[config.mk]
export PLATFORM = sky130hd
export DESIGN_NAME = instruction_fetch_unit
export DESIGN_NICKNAME = d
export VERILOG_FILES = /design/src/rtl/fetch_pkg.sv /design/src/rtl/fetch_wait_counter.sv /design/src/rtl/instruction_fetch_unit.sv
export SDC_FILE = /design/constraint.sdc
export NUM_CORES = 1
export LEC_CHECK = 0
export CORE_MARGIN = 3
export CORE_UTILIZATION = 35
export DETAILED_ROUTE_END_ITERATION = 10
export PLACE_DENSITY = 0.71
export SYNTH_ARGS = -nofsm -noshare
export SYNTH_HDL_FRONTEND = slang
export SYNTH_HIERARCHICAL = 1
export SYNTH_SLANG_ARGS = --single-unit
[constraint.sdc]
create_clock -name clock -period 5.4 [get_ports clock]
set_input_delay 1.08 -clock clock [delete_from_list [all_inputs] [get_ports clock]]
set_output_delay 1.08 -clock clock [all_outputs]
set_load 0.1 [all_outputs]
[src/rtl/fetch_pkg.sv]
// ---------------------------------------------------------------------------
// fetch_pkg
//   Shared types and constants for the instruction fetch unit.
//   - fetch_state_t   : fetch sequencer states
//   - PC_INCREMENT    : distance between sequential instruction words
//   - WORD_ALIGN_BITS : number of low address bits that must be zero
//   - align_word      : clears the sub-word bits of an address
//   - is_misaligned   : flags an address that is not word aligned
// ---------------------------------------------------------------------------
package fetch_pkg;

  typedef enum logic [1:0] {
    IDLE  = 2'd0,
    ISSUE = 2'd1,
    WAIT  = 2'd2,
    HOLD  = 2'd3
  } fetch_state_t;

  localparam logic [31:0] PC_INCREMENT    = 32'd4;
  localparam int          WORD_ALIGN_BITS = 2;

  // Force an address onto a word boundary by zeroing the byte-offset bits.
  function automatic logic [31:0] align_word(input logic [31:0] addr);
    return {addr[31:WORD_ALIGN_BITS], {WORD_ALIGN_BITS{1'b0}}};
  endfunction

  // True when any byte-offset bit is set.
  function automatic logic is_misaligned(input logic [31:0] addr);
    return |addr[WORD_ALIGN_BITS-1:0];
  endfunction

endpackage

[src/rtl/fetch_wait_counter.sv]
// ---------------------------------------------------------------------------
// fetch_wait_counter
//   3-bit loadable down-counter used to time the instruction memory latency.
//   Ports:
//     clock       in   system clock, rising edge
//     resetSignal in   asynchronous active-high reset (count -> 0)
//     load        in   load load_value this cycle (wins over decrement)
//     load_value  in   value to load (latency - 1)
//     decrement   in   count down by one while nonzero
//     zero        out  count is zero
// ---------------------------------------------------------------------------
module fetch_wait_counter (
  input  logic       clock,
  input  logic       resetSignal,
  input  logic       load,
  input  logic [2:0] load_value,
  input  logic       decrement,
  output logic       zero
);

  logic [2:0] count;

  // Down-counter: load has priority, saturates at zero.
  always_ff @(posedge clock or posedge resetSignal) begin
    if (resetSignal) begin
      count <= 3'd0;
    end else if (load) begin
      count <= load_value;
    end else if (decrement && (count != 3'd0)) begin
      count <= count - 3'd1;
    end else begin
      count <= count;
    end
  end

  assign zero = (count == 3'd0);

endmodule

[src/rtl/instruction_fetch_unit.sv]
// ---------------------------------------------------------------------------
// instruction_fetch_unit
//   Fetch initiator for the multi-cycle MIPS datapath. Owns the PC, presents
//   it to instruction memory, captures the returned word into the IR after
//   MEM_LATENCY cycles and offers it to decode over a valid/ready handshake.
//   Branch/jump redirects from the control unit override everything.
//   Ports:
//     clock               in   system clock, rising edge
//     resetSignal         in   asynchronous active-high reset
//     fetchEnable         in   permits a new fetch to start
//     programCounter      out  address to instruction memory (PC register)
//     instruction         in   word returned by instruction memory
//     instructionRegister out  latched instruction (IR)
//     irValid             out  IR holds an unconsumed instruction
//     irReady             in   decode accepts the IR this cycle
//     currentPc           out  address of the instruction held in IR
//     redirectValid       in   load redirectTarget into the PC
//     redirectTarget      in   branch/jump target
//     misalignedError     out  one-cycle pulse for an unaligned target
// ---------------------------------------------------------------------------
module instruction_fetch_unit
  import fetch_pkg::*;
#(
  parameter logic [31:0] RESET_PC    = 32'h0000_0000,
  parameter int unsigned MEM_LATENCY = 0
) (
  input  logic        clock,
  input  logic        resetSignal,
  input  logic        fetchEnable,
  output logic [31:0] programCounter,
  input  logic [31:0] instruction,
  output logic [31:0] instructionRegister,
  output logic        irValid,
  input  logic        irReady,
  output logic [31:0] currentPc,
  input  logic        redirectValid,
  input  logic [31:0] redirectTarget,
  output logic        misalignedError
);

  fetch_state_t state;
  logic         counter_zero;

  // The latency counter only exists when memory is not combinational. It is
  // loaded on the ISSUE cycle (unless a redirect is abandoning that fetch)
  // and counts down through WAIT; capture happens on the WAIT cycle where it
  // reads zero, i.e. after MEM_LATENCY cycles of address presentation.
  generate
    if (MEM_LATENCY > 32'd0) begin : g_wait
      localparam logic [2:0] WAIT_LOAD = 3'(MEM_LATENCY - 32'd1);
      logic counter_load;
      logic counter_dec;

      assign counter_load = (state == ISSUE) && !redirectValid;
      assign counter_dec  = (state == WAIT);

      fetch_wait_counter u_wait_counter (
        .clock       (clock),
        .resetSignal (resetSignal),
        .load        (counter_load),
        .load_value  (WAIT_LOAD),
        .decrement   (counter_dec),
        .zero        (counter_zero)
      );
    end else begin : g_no_wait
      assign counter_zero = 1'b1;
    end
  endgenerate

  // Fetch sequencer with registered outputs. Redirect outranks every state;
  // IR/currentPc change only on a capture, never on redirect.
  always_ff @(posedge clock or posedge resetSignal) begin
    if (resetSignal) begin
      state               <= IDLE;
      programCounter      <= RESET_PC;
      instructionRegister <= 32'h0000_0000;
      currentPc           <= RESET_PC;
      irValid             <= 1'b0;
      misalignedError     <= 1'b0;
    end else begin
      misalignedError <= 1'b0;
      if (redirectValid) begin
        // Covers redirect coinciding with irReady in HOLD: the IR counts as
        // consumed and the target wins over PC + 4.
        programCounter  <= align_word(redirectTarget);
        misalignedError <= is_misaligned(redirectTarget);
        irValid         <= 1'b0;
        state           <= fetchEnable ? ISSUE : IDLE;
      end else begin
        case (state)
          IDLE: begin
            irValid <= 1'b0;
            state   <= fetchEnable ? ISSUE : IDLE;
          end
          ISSUE: begin
            if (MEM_LATENCY == 32'd0) begin
              instructionRegister <= instruction;
              currentPc           <= programCounter;
              irValid             <= 1'b1;
              state               <= HOLD;
            end else begin
              state <= WAIT;
            end
          end
          WAIT: begin
            if (counter_zero) begin
              instructionRegister <= instruction;
              currentPc           <= programCounter;
              irValid             <= 1'b1;
              state               <= HOLD;
            end else begin
              state <= WAIT;
            end
          end
          HOLD: begin
            if (irReady) begin
              programCounter <= programCounter + PC_INCREMENT;
              irValid        <= 1'b0;
              state          <= fetchEnable ? ISSUE : IDLE;
            end else begin
              state <= HOLD;
            end
          end
          default: begin
            irValid <= 1'b0;
            state   <= IDLE;
          end
        endcase
      end
    end
  end

endmodule

==> out/metrics.yaml <==
slew_viol_final: 0
cts_setup_buffers: 0
synth.most_common_cell: "dfrtp_1"
critical-path-top-delay-family: "buffers and inverters"
ctsHoldBuffers: 0
ant_nets: 0
crit_slowest_cell: "clkdlybuf4s50_1"
rows: 40
synth_async_sr_flop_share_pct: 100
drive_gt1_share_pct: 16.8
endpoint_kind: "primary output"
startpoint: "programCounter[17]"
hp-class: "reg2reg"
grtUsageMet2_pct: 29.4
vias: 3507
timing.rr.start: "state[0]"
worst_pin_slew_ps: 1020
antenna_found_initial: 0
die_width_um: 117
slew_headroom_pct: 31.8
period_share_pct: 58.5
rsz0062_at_grt: "false"
whs_ps: 505
ys_top_cells_by_count: "dfrtp_1, mux2_2, nand2_1, clkbuf_1, o21ai_0"
cts_tree: "done"
cts.sinks: 96
synth.area.top_cells: "dfrtp_1, mux2_2, nand2_1, o21ai_0, nand4_1"
synth_cell_types: 40
path_cells: "clkdlybuf4s50_1"
clk_pin_slew_ps: 60
setup_viol: 0
track_usage_pct: 17.2
startpoint_type: "flip-flop"
cts_htree_levels: 3
cts_resized: 0
synth_warnings: 6
initial_utilization_pct: 36.0
die_area_um2: 13800
die_h_um: 117
maxCapViolations: 0
fin_setup_tns_ps: 0
dpl.hpwl_mm: 8.54
worst_hold_startpoint: "instructionRegister[0]"
layout_setup_ws_ps: 2240
pre_cts_ws_ps: 2060
gr-usage-met1_pct: 21.7
io_pins: 167
grt-ovfl-total: 0
coreArea_um2: 12100
min_period_ps: 3160
grt_pass1_vias: 3517
seq_area_frac_synth_pct: 55.3
cts_buffers: 9
cp_data_arrival_time_ps: 2080
grt_most_used_layer: "met2"
grt_first_pass_wirelength_mm: 19.3
status: "finished, final reports clean"
netlist_instances: 366
clk_latency_ps: 340
crit_type: "reg2out"
synth_top_area_share_pct: 55.3
root_buffer: "clkbuf_16"
syn_area_um2: 4350
timing.final.hold_violations: 0
first_pass_iters: 4
clock_path_buffers: 2
crit_buf_inv: 1
synth_edf_count: 0
ys_seq_elements: 96
finClkSkew_ps: 7.83
layout.nets: 591
antennaDiodeCount: 0
path_max_fanout: 10
met3_usage_pct: 3.65
wl_per_cell_um: 17.1
portBuffers: 162
syn2layout_area_growth_pct: 47.2
fmax_mhz: 317
synth.avg_cell_area_um2: 11.9
cpPeakStageDelay_ps: 1210
drc_errors: 0
worstPathRequired_ps: 4320
vias_per_cell: 5.08
drt-total-wl_mm: 11.8
gp_congestion: 0.770
yosysTopAreaCell: "dfrtp_1"
drtIter0Drc: 172
grt_max_degree: 66
synthFlopType: "dfrtp_1"
-- worst paths after layout --
check / depth (start not counted) / endpoint / slack (ps)
max in group asynchronous: 3 / currentPc[26] / 3210
min in group asynchronous: 2 / instructionRegister[14] / 1240
max reg2reg: 5 / instructionRegister[23] / 2890
min reg2reg: 1 / instructionRegister[0] / 500
max: 1 / programCounter[17] / 2240
min: 1 / instructionRegister[0] / 500
-- sequential cells by signal, summed over array words and instances (netlist names) --
register	cells
state	2
irValid	1
programCounter	30
misalignedError	1
currentPc	30
instructionRegister	32
-- area by class of cell --
| class | instances | area (um^2) |
|---|---|---|
| fill | 1061 | 5660 |
| sequential | 96 | 2400 |
| multi-input combinational | 243 | 1820 |
| timing repair buffer | 165 | 1640 |
| clock buffer | 12 | 267 |
| tap | 168 | 210 |
| clock inverter | 3 | 40.0 |
| inverter | 4 | 17.5 |
-- cells by family (layout without fill, tap and decap cells) --
family                   Yosys count  after routing  share of synthesized area [%]
AND/OR/NAND/NOR                  114            114                           14.5
other                              1              4                         0.0862
flip-flops                        96             96                           55.3
AO/OA/AOI/OAI                     45             45                           6.85
buffers and inverters             30            184                           3.25
adder cells (fa/ha/maj)            3              3                          0.863
multiplexers                      65             65                           16.8
XOR/XNOR                          12             12                           2.42
-- placed cells by master (no fill, tap or decap), types with 5 or more instances in the layout --
master / instances
nand3_1: 15
or4_1: 10
clkbuf_16: 9
nor2_1: 15
or3_1: 6
a31oi_1: 8
o21ai_0: 17
xor2_1: 5
clkdlybuf4s50_1: 161
xnor2_1: 7
nor4_1: 6
o31ai_1: 6
mux2_2: 63
nand4_1: 13
nand2_1: 26
dfrtp_1: 96
-- layer usage --
metal,part of all wire [%],up-vias
met1,41,1744
met2,52,112
li1,-,1632
met4,2.0,0
met5,0,-
met3,5.1,19
-- metrics by stage --
stage                     utilization [%]  instances  area [um^2]
after floorplan                         -        369         4360
after global placement               50.5        676         6090
after detailed placement             50.5        676         6090
after CTS                            53.0        691         6400
after global routing                 53.0        691         6400
final                                53.0        691         6400
Power is not shown: default switching activity piles up to over one toggle a cycle in this logic, so the estimate is an artifact.
